===== src/rtl/mem_req_arbiter.sv =====
// Two-requester round-robin front end for a single-ported cache/memory system.
// Latches the winning request, issues it once, waits for hit (with timeout) and returns a done pulse.
module mem_req_arbiter #(
  parameter int ADDR_W   = 6,
  parameter int DATA_W   = 8,
  parameter int MAX_WAIT = 16
) (
  input  logic              clk,
  input  logic              reset,
  input  logic              req0,
  input  logic              we0,
  input  logic [ADDR_W-1:0] addr0,
  input  logic [DATA_W-1:0] wdata0,
  output logic              done0,
  input  logic              req1,
  input  logic              we1,
  input  logic [ADDR_W-1:0] addr1,
  input  logic [DATA_W-1:0] wdata1,
  output logic              done1,
  output logic [DATA_W-1:0] rdata,
  output logic              err,
  output logic              mem_we,
  output logic [ADDR_W-1:0] mem_addr,
  output logic [DATA_W-1:0] mem_wdata,
  input  logic [DATA_W-1:0] mem_rdata,
  input  logic              mem_hit
);

  localparam int CNT_W = (MAX_WAIT > 2) ? $clog2(MAX_WAIT) : 1;
  localparam logic [CNT_W-1:0] CNT_LAST = CNT_W'(MAX_WAIT - 1);

  typedef enum logic [1:0] {IDLE, ISSUE, WAIT, RESP} state_t;

  state_t            state_reg, state_next;
  logic              last_grant_reg, last_grant_next;
  logic              we_reg, we_next;
  logic [ADDR_W-1:0] addr_reg, addr_next;
  logic [DATA_W-1:0] wdata_reg, wdata_next;
  logic [DATA_W-1:0] rdata_reg, rdata_next;
  logic              err_reg, err_next;
  logic [CNT_W-1:0]  wait_cnt_reg, wait_cnt_next;
  logic              winner;

  always_ff @(posedge clk) begin
    if (reset) begin
      state_reg      <= IDLE;
      last_grant_reg <= 1'b1;
      we_reg         <= 1'b0;
      addr_reg       <= '0;
      wdata_reg      <= '0;
      rdata_reg      <= '0;
      err_reg        <= 1'b0;
      wait_cnt_reg   <= '0;
    end else begin
      state_reg      <= state_next;
      last_grant_reg <= last_grant_next;
      we_reg         <= we_next;
      addr_reg       <= addr_next;
      wdata_reg      <= wdata_next;
      rdata_reg      <= rdata_next;
      err_reg        <= err_next;
      wait_cnt_reg   <= wait_cnt_next;
    end
  end

  always_comb begin
    state_next      = state_reg;
    last_grant_next = last_grant_reg;
    we_next         = we_reg;
    addr_next       = addr_reg;
    wdata_next      = wdata_reg;
    rdata_next      = rdata_reg;
    err_next        = err_reg;
    wait_cnt_next   = wait_cnt_reg;
    winner          = 1'b0;

    case (state_reg)
      IDLE: begin
        if (req0 || req1) begin
          // On a tie the requester that did not win last time goes first
          winner          = (req0 && req1) ? ~last_grant_reg : req1;
          last_grant_next = winner;
          we_next         = winner ? we1 : we0;
          addr_next       = winner ? addr1 : addr0;
          wdata_next      = winner ? wdata1 : wdata0;
          state_next      = ISSUE;
        end
      end
      ISSUE: begin
        if (we_reg) begin
          rdata_next = '0;
          state_next = RESP;
        end else if (mem_hit) begin
          rdata_next = mem_rdata;
          state_next = RESP;
        end else begin
          wait_cnt_next = '0;
          state_next    = WAIT;
        end
      end
      WAIT: begin
        // A hit in the final wait cycle beats the timeout
        if (mem_hit) begin
          rdata_next = mem_rdata;
          state_next = RESP;
        end else if (wait_cnt_reg == CNT_LAST) begin
          err_next   = 1'b1;
          rdata_next = '0;
          state_next = RESP;
        end else begin
          wait_cnt_next = wait_cnt_reg + 1'b1;
        end
      end
      RESP: begin
        err_next   = 1'b0;
        state_next = IDLE;
      end
      default: state_next = IDLE;
    endcase
  end

  assign mem_we    = (state_reg == ISSUE) && we_reg;
  assign done0     = (state_reg == RESP) && !last_grant_reg;
  assign done1     = (state_reg == RESP) && last_grant_reg;
  assign mem_addr  = addr_reg;
  assign mem_wdata = wdata_reg;
  assign rdata     = rdata_reg;
  assign err       = err_reg;

endmodule


===== config.mk =====
export PLATFORM = sky130hd
export DESIGN_NAME = mem_req_arbiter
export DESIGN_NICKNAME = d
export VERILOG_FILES = /design/src/rtl/mem_req_arbiter.sv
export SDC_FILE = /design/constraint.sdc
export NUM_CORES = 1
export LEC_CHECK = 0
export ABC_CLOCK_PERIOD_IN_PS = 2300
export BUFFER_PORTS_ARGS = -buffer_cell sky130_fd_sc_hd__buf_2
export CAP_MARGIN = 40
export CORE_MARGIN = 2
export CORE_UTILIZATION = 45
export DETAILED_ROUTE_END_ITERATION = 12
export MAX_ROUTING_LAYER = met4
export PLACE_DENSITY_LB_ADDON = 0.2
export SLEW_MARGIN = 25
export SYNTH_ARGS = -nofsm -noshare
export SYNTH_HDL_FRONTEND = slang
export SYNTH_SLANG_ARGS = --single-unit

===== constraint.sdc =====
create_clock -name clk -period 2.3 [get_ports clk]
set_input_delay 0.23 -clock clk [delete_from_list [all_inputs] [get_ports clk]]
set_output_delay 0.23 -clock clk [all_outputs]
set_load 0.01 [all_outputs]

## After elaboration in Yosys (flattened, before gate mapping)

Cells that the tools add are included.

| storage, ports and cells | value |
|---|---|
| register bits | 31 |
| output and inout port bits | 26 |

| cells by class | value |
|---|---|
| add/subtract/negate cells | 1 |
| equal/unequal tests | 12 |
| mux-type cells | 23 |
| bitwise operators | 1 |
| reduce and logical (&&, ||, !) cells | 14 |

Operators with widths:

| kind | number |
|---|---|
| $mux 8 | 5 |
| $mux 4 | 4 |
| $pmux 8 s2 | 1 |
| $ne 2x2->1 const B | 6 |
| $pmux 2 s4 | 1 |
| $pmux 4 s2 | 1 |
| $mux 1 | 6 |
| $mux 2 | 3 |
| $mux 6 | 1 |
| $ne 3x3->1 const B | 2 |
| $reduce_and 3->1 | 2 |
| $reduce_and 5->1 | 1 |
| $add 4x1->4 const B | 1 |
| $eq 2x2->1 const B | 2 |
| $eq 4x4->1 const B | 1 |
| $logic_and 1x1->1 | 4 |
| $reduce_and 2->1 | 2 |
| $reduce_bool 2->1 | 2 |
| $eq 2x1->1 const B | 1 |
| $logic_not 2->1 | 1 |
| $pmux 1 s2 | 1 |
| $logic_not 1->1 | 1 |
| $logic_or 1x1->1 | 1 |
| $not 1->1 | 1 |

## Depth between registers and ports, before layout

| depth | value |
|---|---|
| depth after elaboration | 4 |
| depth in mapped cells | 7 |
| gate-level depth less buffers | 5 |

## Worst setup path after synthesis

No wires, ideal clock.

| timing | value |
|---|---|
| kind | reg-to-reg |
| start point | register state_reg[0] |
| end point | register wait_cnt_reg[3] |
| cell stages (with the launch flop) | 7 |
| path slack | 0.676 ns |
| data arrival time | 1.533 ns |
| required time | 2.209 ns |
| path through | dfxtp_1 -> inv_1 -> ha_1 -> clkbuf_1 -> inv_1 -> o31a_1 -> a311oi_1 |

| on the way | value |
|---|---|
| longest elaborated chain between the ends | 3 |
| elaborated cells on any way between the ends | 9 |

RTL lines:

| item | line | source |
|---|---|---|
| start, declared | 34 | `state_t state_reg, state_next;` |
| start signal, assigned | 55 | `state_reg <= state_next;` |
| $eq 2x2->1 or $eq 2x1->1 (tied branches) | 77 | `case (state_reg)` |
| $ne 2x2->1 (no line) or $reduce_bool 2->1 (tied branches) | -- |  |
| $reduce_and 5->1 (no line) | -- |  |
| end signal, assigned | 62 | `wait_cnt_reg <= wait_cnt_next;` |
| end, declared | 41 | `logic [CNT_W-1:0] wait_cnt_reg, wait_cnt_next;` |

Several ways; a longest one is shown, not always the timed one.
A chain may end at the register's enable or synchronous reset.

## Worst setup path after layout

| timing | value |
|---|---|
| start point | register state_reg[0] |
| end point | register rdata_reg[1] (netlist: rdata[1]) |

| on the way | value |
|---|---|
| longest elaborated chain between the ends | 3 |
| elaborated cells on any way between the ends | 7 |

RTL lines:

| item | line | source |
|---|---|---|
| $eq 2x1->1 or $eq 2x2->1 (tied branches) | 77 |  |
| $ne 3x3->1 (no line) or $reduce_bool 2->1 (tied branches) | -- |  |
| $reduce_and 3->1 (no line) | -- |  |
| end signal, assigned | 60 | `rdata_reg <= rdata_next;` |
| end, declared | 39 | `logic [DATA_W-1:0] rdata_reg, rdata_next;` |

Several ways; a longest one is shown, not always the timed one.

==> results.py <==
metrics = {
    "outcome": {
        "status": "finished, final reports clean",
    },
    "final_layout": {
        "final_util": 0.5795,
        "diodes": 0,
        "regArea_um2": 620.6,
        "area_delta_synth_final_pct": 24.81,
        "multi_input_area_um2": 958.4,
        "layout.nets": 286,
        "drive_gt1_frac": 0.3403,
        "fillerInstances": 350,
    },
    "synthesis": {
        "synthFlopType": "dfxtp_1",
        "synth_edf_count": 0,
        "synth_compound_area_frac": 0.1913,
        "synth-adder-area-share": 0.04484,
        "syn-cell-area_mm2": 0.001674,
        "syn_inst": 175,
        "synth-seq-area-share": 0.3707,
        "avgSynthCellArea_um2": 9.566,
        "synthXorXnorAreaFrac": 0,
        "synthesis.nets": 224,
        "ys_warn_count": 0,
        "muxShareOfSynthArea": 0.1435,
        "ys_ff_latch": 31,
        "synth_cell_type_count": 37,
        "async_flop_share": 0,
        "yosys.area_share.simple": 0.1928,
        "synth_top_family_by_area": "simple AND/OR/NAND/NOR gates",
    },
    "sta": {
        "fmax_mhz": 529.4,
        "maxSlewHeadroom": 0.5828,
        "final-hold-violation-count": 0,
        "rsz0062_at_grt": "no",
        "final.setup.tns_ns": 0,
        "skew_ns": 0.003864,
        "tightest_slew_ns": 0.6258,
        "min_period_ns": 1.889,
        "finalSetupViolCount": 0,
        "maxSlewViolCount": 0,
        "period_share": 0.8213,
    },
    "clock_tree": {
        "numCtsBuffers": 5,
        "cts_hold_buf": 0,
        "post-cts-setup-buffers": 0,
        "path_clk_slew_ns": 0.07,
        "post_cts_resized": 0,
        "cts_buffer_depth": 2,
        "insertion_delay_ns": 0.28,
        "htree_num_levels": 2,
        "root_buffer": "clkbuf_8",
        "cts_sinks": 31,
        "tritoncts": "yes",
    },
    "power_and_ir_drop": {
        "ir_drop_mv": 0.6293,
        "power_uw": 2222,
        "p_leak_uw": 0.0009837,
        "power.density_mw_per_mm2": 1064,
    },
    "global_routing": {
        "grt_max_degree": 43,
        "antenna_found_initial": 0,
        "grt_pass1_wl_um": 5968,
        "grt_pass1_vias": 1402,
        "groute.usage.overall": 0.1837,
        "gr-total-overflow": 0,
    },
    "floorplanning": {
        "rows": 22,
        "initial_core_util": 0.4643,
        "io_pins": 69,
        "die_h_um": 65.00,
        "core_area_mm2": 0.003606,
        "dieArea_mm2": 0.004224,
        "dieWidth_um": 65.00,
    },
    "detailed_routing": {
        "routed_wl_um": 3526,
        "viasPerCell": 5.178,
        "num_vias": 1481,
        "ant_nets": 0,
        "first_pass_iters": 4,
        "drt_iter0_drc": 135,
        "routedWlPerCell_um": 12.33,
        "drc": 0,
    },
    "critical_path": {
        "start_kind": "register",
        "end_kind": "register",
        "cp_max_fo": 10,
        "required_ns": 2.51,
        "worstSetupPathType": "register to register",
        "arrival_ns": 2.10,
    },
    "place": {
        "place_congestion": 0.8051,
        "hpwl_um": 2646,
        "portBuffers": 68,
    },
    "run": {
        "drv_cap": 0,
    },
    "hold_path": {
        "hp-class": "primary input to register",
    },
}
-- path summary, 6_finish.rpt --
check / startpoint / end / slack (ns) / cells past startpoint
min reg2reg: rdata[6] / rdata[6] / 0.48 / 2
max: state_reg[0] / rdata[1] / 0.41 / 5
min: mem_rdata[5] / rdata[5] / 0.24 / 3
max reg2reg: state_reg[0] / rdata[1] / 0.41 / 5
-- report_power, final --
part           internal [µW]  total [µW]  switching [µW]  leakage (µW)
sequential               697         798             101      0.000255
combinational            434        1020             588      0.000681
clock                    206         402             196     0.0000477
-- through the flow --
| stage | hold WS, ns | area [µm²] | setup slack (ns) | std cells |
|---|---|---|---|---|
| 4_1_cts | 0.2264 | 2090 | 0.4220 | 286 |
| 3_3_place_gp | 0.4626 | 2006 | 0.5234 | 278 |
| 3_5_place_dp | 0.4686 | 2006 | 0.4416 | 278 |
| 2_1_floorplan | 0.4065 | 1674 | 0.6756 | 175 |
| 5_1_grt | 0.2391 | 2090 | 0.1822 | 286 |
| 6_report | 0.2382 | 2090 | 0.4110 | 286 |
-- area by class of cell --
| type | instances | share of cell area |
|---|---|---|
| multi-input combinational | 124 | 0.4587 |
| sequential | 31 | 0.2970 |
| timing repair buffer | 68 | 0.1629 |
| clock buffer | 5 | 0.03293 |
| tap | 48 | 0.02874 |
| inverter | 7 | 0.01257 |
| clock inverter | 3 | 0.007186 |
-- cell usage after synthesis (all sizes together), types with 3 or more instances --
cell type / instances / area, µm²
nor2: 19 / 71.32
nand2b: 14 / 87.58
inv: 7 / 26.28
a41o: 3 / 30.03
nand4b: 9 / 78.83
buf: 5 / 38.78
ha: 6 / 75.07
mux2i: 24 / 240.2
a41oi: 3 / 26.28
dfxtp: 31 / 620.6
nor2b: 3 / 18.77
a211oi: 16 / 120.1
clkbuf: 8 / 30.03
-- layer usage --
metal,track usage,part of all wire,up-vias
met2,0.2990,0.48,41
met1,0.2282,0.46,672
met3,0.04861,0.052,2
met4,0.04255,0.0071,0
li1,-,-,766
met5,-,0,-
-- placed cells by master (no fill, tap or decap), types with 3 or more instances in the layout --
cell type and instances:
a211oi_1 16, buf_2 68, a41oi_1 3, a41o_1 3, ha_1 6, nand2b_1 14
inv_1 7, clkinv_2 3, mux2i_1 24, dfxtp_1 31, nand4b_1 9, nor2_1 19
nor2b_1 3, clkbuf_8 5
-- cell families (layout without fill, tap and decap cells) --
| group | count (synthesis) | count (layout) |
|---|---|---|
| buffers and inverters | 20 | 83 |
| adder cells (fa/ha/maj) | 6 | 6 |
| AND/OR/NAND/NOR | 56 | 56 |
| flip-flops | 31 | 31 |
| AO/OA/AOI/OAI | 38 | 38 |
| multiplexers | 24 | 24 |
-- critical path, stage by stage (launching register included) --
cell	delay, ns
dfxtp_1	0.36
inv_1	0.14
ha_1	0.35
nand2b_1	0.31
o22ai_4	0.43
mux2i_1	0.23
(Power assumes the default switching activity.)
